`src/rtl/inst_fetch.sv`:
```
// -----------------------------------------------------------------------------
// inst_fetch - instruction fetch stage of the single-issue core.
//
// Holds the fetch PC, issues one word request at a time to instruction memory
// over a req/ack handshake, and hands each fetched instruction with its PC to
// decode through a one-entry valid/ready buffer. A one-cycle redirect from
// execute restarts fetch at a new target, flushing the buffer and discarding
// any response still in flight.
//
// Configuration macro: FETCH_MISALIGN_TRAP_EN
//   defined   : a redirect target with [1:0]!=0 halts fetch in TRAP and raises
//               misalign until an aligned redirect arrives.
//   undefined : redirect target bits [1:0] are forced to zero, no TRAP state,
//               misalign is constant 0.
//
// Ports
//   clk          in   core clock, rising edge
//   rstn         in   asynchronous active-low reset
//   imem_req     out  fetch request to instruction memory
//   imem_addr    out  [63:0] word-aligned fetch byte address
//   imem_ack     in   memory response (meaningful only while imem_req=1)
//   imem_rdata   in   [31:0] instruction word, valid when imem_req&imem_ack
//   redirect     in   one-cycle pulse: restart fetch at redirect_pc
//   redirect_pc  in   [63:0] redirect target
//   if_valid     out  if_inst/if_pc hold a valid instruction
//   if_ready     in   decode accepts this cycle
//   if_inst      out  [31:0] instruction to decode
//   if_pc        out  [63:0] address of if_inst
//   misalign     out  misaligned redirect target detected
// -----------------------------------------------------------------------------
module inst_fetch #(
  parameter logic [63:0] RESET_PC = 64'h0
) (
  input  logic        clk,
  input  logic        rstn,
  output logic        imem_req,
  output logic [63:0] imem_addr,
  input  logic        imem_ack,
  input  logic [31:0] imem_rdata,
  input  logic        redirect,
  input  logic [63:0] redirect_pc,
  output logic        if_valid,
  input  logic        if_ready,
  output logic [31:0] if_inst,
  output logic [63:0] if_pc,
  output logic        misalign
);

  localparam logic [31:0] NOP = 32'h0000_0013;

`ifdef FETCH_MISALIGN_TRAP_EN
  typedef enum logic [1:0] {S_FETCH, S_DROP, S_TRAP} state_t;
`else
  typedef enum logic [1:0] {S_FETCH, S_DROP} state_t;
`endif

  state_t      r_state,       w_state_nxt;
  logic [63:0] r_pc,          w_pc_nxt;
  logic [63:0] r_addr,        w_addr_nxt;
  logic        r_req_pending, w_pending_nxt;
  logic        r_if_valid,    w_valid_nxt;
  logic [31:0] r_if_inst,     w_inst_nxt;
  logic [63:0] r_if_pc,       w_ifpc_nxt;
  logic        r_misalign,    w_misalign_nxt;

  logic        w_req;
  logic [63:0] w_addr_out;
  logic [63:0] w_target;
  logic        w_target_misaligned;

`ifdef FETCH_MISALIGN_TRAP_EN
  assign w_target            = redirect_pc;
  assign w_target_misaligned = |redirect_pc[1:0];
`else
  assign w_target            = redirect_pc & ~64'h3;
  assign w_target_misaligned = 1'b0;
`endif

  // ---------------------------------------------------------------------------
  // Next-state and output decode
  // ---------------------------------------------------------------------------
  always_comb begin
    // NOTE: every signal gets a default before the case so no path leaves one
    // unassigned; a missed branch would otherwise infer a latch.
    w_state_nxt    = r_state;
    w_pc_nxt       = r_pc;
    w_addr_nxt     = r_addr;
    w_pending_nxt  = r_req_pending;
    w_valid_nxt    = r_if_valid;
    w_inst_nxt     = r_if_inst;
    w_ifpc_nxt     = r_if_pc;
    w_misalign_nxt = r_misalign;
    w_req          = 1'b0;
    w_addr_out     = r_addr;

    case (r_state)
      S_FETCH: begin
        // A pending request is never withdrawn, even with the buffer full.
        w_req      = !r_if_valid || if_ready || r_req_pending;
        // Fresh requests present pc combinationally; held ones replay addr.
        w_addr_out = r_req_pending ? r_addr : r_pc;
        if (w_req && !r_req_pending) w_addr_nxt = r_pc;
        w_pending_nxt = w_req && !imem_ack;

        if (redirect) begin
          w_valid_nxt    = 1'b0;
          w_pc_nxt       = w_target;
          w_misalign_nxt = w_target_misaligned;
          // A request still open must be drained before fetching the target;
          // a request acked this very cycle is simply dropped here.
          if (w_req && !imem_ack) begin
            w_state_nxt = S_DROP;
          end
`ifdef FETCH_MISALIGN_TRAP_EN
          else if (w_target_misaligned) begin
            w_state_nxt = S_TRAP;
          end
`endif
        end else if (w_req && imem_ack) begin
          // Capture wins over drain: a simultaneous transfer keeps if_valid.
          w_inst_nxt  = imem_rdata;
          w_ifpc_nxt  = w_addr_out;
          w_valid_nxt = 1'b1;
          w_pc_nxt    = r_pc + 64'd4;
        end else if (r_if_valid && if_ready) begin
          w_valid_nxt = 1'b0;
        end
      end

      S_DROP: begin
        // Hold the abandoned request until memory answers, then discard it.
        w_req         = 1'b1;
        w_addr_out    = r_addr;
        w_pending_nxt = !imem_ack;
        if (redirect) begin
          w_pc_nxt       = w_target;
          w_misalign_nxt = w_target_misaligned;
        end
        if (imem_ack) begin
`ifdef FETCH_MISALIGN_TRAP_EN
          // r_misalign doubles as the "trap after drain" marker.
          w_state_nxt = w_misalign_nxt ? S_TRAP : S_FETCH;
`else
          w_state_nxt = S_FETCH;
`endif
        end
      end

`ifdef FETCH_MISALIGN_TRAP_EN
      S_TRAP: begin
        if (redirect) begin
          w_pc_nxt = w_target;
          if (!w_target_misaligned) begin
            w_state_nxt    = S_FETCH;
            w_misalign_nxt = 1'b0;
          end
        end
      end
`endif

      default: begin
        w_state_nxt = S_FETCH;
      end
    endcase
  end

  // ---------------------------------------------------------------------------
  // State registers
  // ---------------------------------------------------------------------------
  always_ff @(posedge clk or negedge rstn) begin
    if (!rstn) begin
      r_state       <= S_FETCH;
      r_pc          <= RESET_PC;
      r_addr        <= RESET_PC;
      r_req_pending <= 1'b0;
      r_if_valid    <= 1'b0;
      r_if_inst     <= NOP;
      r_if_pc       <= 64'h0;
      r_misalign    <= 1'b0;
    end else begin
      // NOTE: non-blocking assignments so every register samples the values
      // from before this edge, independent of statement order.
      r_state       <= w_state_nxt;
      r_pc          <= w_pc_nxt;
      r_addr        <= w_addr_nxt;
      r_req_pending <= w_pending_nxt;
      r_if_valid    <= w_valid_nxt;
      r_if_inst     <= w_inst_nxt;
      r_if_pc       <= w_ifpc_nxt;
      r_misalign    <= w_misalign_nxt;
    end
  end

  // Reset must drop the request immediately, not at the next edge.
  assign imem_req  = w_req && rstn;
  assign imem_addr = w_addr_out;
  assign if_valid  = r_if_valid;
  assign if_inst   = r_if_inst;
  assign if_pc     = r_if_pc;
  assign misalign  = r_misalign;

endmodule
```
`config.mk`:
```
export PLATFORM = sky130hd
export DESIGN_NAME = inst_fetch
export DESIGN_NICKNAME = d
export VERILOG_FILES = /design/src/rtl/inst_fetch.sv
export SDC_FILE = /design/constraint.sdc
export NUM_CORES = 1
export LEC_CHECK = 0
export ABC_AREA = 1
export CAP_MARGIN = 40
export CELL_PAD_IN_SITES_DETAIL_PLACEMENT = 1
export CELL_PAD_IN_SITES_GLOBAL_PLACEMENT = 2
export CORE_MARGIN = 10
export CORE_UTILIZATION = 28
export CTS_CLUSTER_DIAMETER = 30
export CTS_CLUSTER_SIZE = 40
export DETAILED_ROUTE_END_ITERATION = 10
export GPL_TIMING_DRIVEN = 0
export PLACE_DENSITY = 0.86
export SLEW_MARGIN = 0
export SYNTH_ARGS = -nofsm -noshare
export SYNTH_HDL_FRONTEND = slang
export SYNTH_SLANG_ARGS = --single-unit
```
`constraint.sdc`:
```
create_clock -name clk -period 1.9 [get_ports clk]
set_input_delay 0.38 -clock clk [delete_from_list [all_inputs] [get_ports clk]]
set_output_delay 0.38 -clock clk [all_outputs]
set_load 0.02 [all_outputs]
```
==> Implementation_results.wiki <==
{| class="wikitable"
! Metric !! Value
|-
| Die width || 230.3 µm
|-
| Final worst hold slack || 0.01323 ns
|-
| Pin count of the biggest net entering global routing || 46
|-
| Setup WS post-layout || -0.4657 ns
|-
| Overall via count from detail_route || 14249
|-
| Crit-path cells || buf_8 -> buf_12 -> clkbuf_16 -> nand2_1 -> o21ai_2 -> nand2_1 -> nand2_1 -> buf_4
|-
| Worst Setup Path Type || register to output port
|-
| Logic depth of the worst setup path including buffers || 8
|-
| Inserted Clock Buffers || 70
|-
| Data arrival time of the critical path || 1.99 ns
|-
| Largest delay contributor family on the critical path || buffers and inverters
|-
| Failing checks || negative setup slack
|-
| Antenna violation net count after detailed routing || 0
|-
| Count of cell types in the netlist || 33
|-
| Data required, critical path || 1.52 ns
|-
| Upper clock frequency limit || 0.4227 GHz
|-
| Filler cell count || 5343
|-
| Nets || 2365
|-
| Leakage power of the design || 11.00 nW
|-
| Clock tree from TritonCTS || built
|-
| Via count of the first global-routing pass || 14915
|-
| Core outline area || 43930 µm²
|-
| Result of the run || finished, violations left
|-
| Standard-cell rows || 77
|-
| Footprint of the multi-input gates || 6798 µm²
|-
| Placer's final routability congestion estimate || 0.9661
|-
| Clock root buffer || sky130_fd_sc_hd__clkbuf_16
|-
| Max Transition Viols Final || 0
|-
| Endpoint type of the worst setup path || output port
|-
| Final setup viols || 135
|-
| FF-to-FF path depth || 10
|-
| Worst IR drop on VDD || 0.6076 mV
|-
| Post-placement worst setup slack || -1.050 ns
|-
| Reg clk slew, reported paths || 0.04 ns
|-
| Worst-path fanout max || 7
|-
| CTS Sinks || 221
|-
| Post-route minimum period || 2.366 ns
|-
| Maximum clock skew at final layout || 0.02490 ns
|-
| Most common cell type on the critical path || sky130_fd_sc_hd__nand2_1
|-
| Synth Area per Inst || 6.648 µm²
|-
| Number of warnings issued by yosys || 0
|-
| Max Cap Viol || 0
|-
| I/O pin count || 264
|-
| Slowest stage cell, crit path || sky130_fd_sc_hd__dfrtp_1
|-
| Type of element launching the critical path || register
|-
| Slew headroom || 51.35%
|-
| Hold violation total from the final report || 0
|-
| Sequential cell area fraction in the yosys report || 44.68%
|-
| Tot GR Track Use || 22.61%
|-
| Number of antenna cells inserted || 0
|-
| Die Area || 53050 µm²
|-
| Routed vias/inst || 4.908
|-
| Half-perimeter wire length after placement || 46.80 mm
|-
| Commonest non-fill, non-tap cells in the layout || sky130_fd_sc_hd__nand2_1 (788), sky130_fd_sc_hd__dfrtp_1 (215), sky130_fd_sc_hd__nor2_1 (182), sky130_fd_sc_hd__inv_1 (105), sky130_fd_sc_hd__clkdlybuf4s50_1 (97)
|-
| Number of design-rule violations left by the first detailed-router iteration || 930
|-
| Hold WC Path Type || input pin to async pin
|-
| Number of DRC violations after detailed routing || 0
|-
| Unrepaired setup endpoints after global routing || true
|-
| Longest individual stage delay on the worst path || 0.41 ns
|-
| Depth of the CTS H-tree || 3
|-
| Most common cell after layout, fill and taps aside || sky130_fd_sc_hd__nand2_1
|-
| Post-Syn Area || 12390 µm²
|-
| Die Span Y || 230.3 µm
|-
| Synthesized flop and latch total || 221
|-
| Transition at the pin with the smallest max-transition slack || 0.7298 ns
|-
| Layout Utilization || 46.44%
|-
| Footprint of the flip-flops and latches || 5538 µm²
|-
| Total congestion overflow after global routing || 0
|-
| Gate count of the mapped netlist || 1863
|-
| Worst Path Buf+Inv || 4
|-
| Number of antenna violations at the first check in global routing || 2
|-
| Total power per unit cell area || 1257 nW/µm²
|-
| IO Port Bufs || 256
|-
| Final wirelength || 64.50 mm
|-
| Initial core utilization || 28.19%
|-
| Global-route wire length before repair || 91.66 mm
|-
| Synth-to-layout area growth || 64.71%
|-
| Worst-Skew Late Latency || 0.58 ns
|-
| Avg WL per Cell || 22.22 µm
|-
| Max Buffers Root-to-Sink || 3
|-
| Fraction of layout instances using a drive strength above 1 || 24.02%
|-
| Final cycle utilization of the critical path || 124.5%
|-
| First drt pass iteration count || 5
|}
[layout make-up]
class / instances / area share [%]
clock buffer: 97 / 10.06
sequential: 221 / 27.15
inverter: 116 / 2.220
timing repair buffer: 324 / 18.45
buffer: 90 / 3.527
clock inverter: 23 / 1.644
multi-input combinational: 1440 / 33.32
tap: 592 / 3.631
[cell usage after synthesis, drive strengths merged]
library cell	instances	area share, %
nand2	895	27
dfrtp	218	44
nor2	214	7.2
o21ai	190	7.7
inv	115	3.5
nand3	73	3.0
clkbuf	47	1.4
buf	43	1.9
a21oi	15	0.61
nand4	15	0.76
o22ai	12	0.61
nor3	7	0.28
xor2	6	0.42
dfstp	3	0.64
a31oi	2	0.10
o211ai	2	0.12
o21bai	2	0.12
a22oi	1	0.061
clkinv	1	0.030
conb	1	0.030
ha	1	0.10
[worst register-to-register path: stages (launching register included)]
cell	delay (ns)
sky130_fd_sc_hd__dfrtp_1	0.41
sky130_fd_sc_hd__buf_8	0.19
sky130_fd_sc_hd__inv_2	0.07
sky130_fd_sc_hd__nand2_4	0.13
sky130_fd_sc_hd__nand2_4	0.09
sky130_fd_sc_hd__nor2_4	0.28
sky130_fd_sc_hd__clkinv_4	0.20
sky130_fd_sc_hd__buf_8	0.19
sky130_fd_sc_hd__buf_4	0.18
sky130_fd_sc_hd__nand2_1	0.08
sky130_fd_sc_hd__nand2_1	0.05
[layer usage]
metal | GRT usage (%) | wire length, µm | up-vias
met4 | 9.435 | 2367 | 4
li1 | - | - | 6659
met5 | 0 | 27 | -
met2 | 38.17 | 31570 | 469
met3 | 5.196 | 3875 | 144
met1 | 27.26 | 26660 | 6973
[path summary, 6_finish.rpt]
path                            slack [ns]           from            end
worst min register to register        0.46     if_inst[0]     if_inst[0]
min in group clk                      0.33  imem_rdata[1]     if_inst[1]
worst min-delay path                  0.01           rstn      r_addr[2]
worst max register to register       -0.11  r_req_pending    if_inst[11]
max in group asynchronous             0.89           rstn      if_pc[54]
worst max-delay path                 -0.47  r_req_pending  imem_addr[30]
[state kept, by name (all words and copies together) (netlist names)]
signal and flops:
if_valid 1, r_addr 62, r_state 1, r_req_pending 1, if_pc 62, if_inst 32, r_pc 62
[power breakdown]
part / switching (W) / leakage, nW / total [W] / internal (W)
combinational: 0.00431 / 7.11 / 0.00721 / 0.00289
clock: 0.00347 / 1.18 / 0.0117 / 0.00826
sequential: 0.000962 / 2.70 / 0.00670 / 0.00574
[through the flow]
stage | instances | total power [W] | area (µm²) | TNS [ns]
final | 2903 | 0.02564 | 20400 | -27.15
after global routing | 2903 | 0.02675 | 20400 | -34.57
after global placement | 2715 | 0.01268 | 15700 | -2263.78
after detailed placement | 2718 | 0.01285 | 15780 | -150.48
after floorplan | 1867 | 0.009530 | 12400 | 0
after CTS | 2847 | 0.02486 | 18580 | -49.66
[cell families after synthesis]
kind of cell	after synthesis	synth area share [%]
flops	221	44.68
compound gates	224	9.354
other cells	1	0.03028
fa+ha+maj	1	0.1010
simple gates	1204	38.58
buf+inv	206	6.829
xor+xnor	6	0.4243
[what timing repair did]
item	CTS	global route
endpoints found under the setup margin	315	325
pin swaps	2	56
hold buffers	7	0
resized for setup	461	476
setup buffers	0	47
cloned	2	9
hold endpoints to repair	48	0
Note: power is estimated with default switching activity, not from simulation.
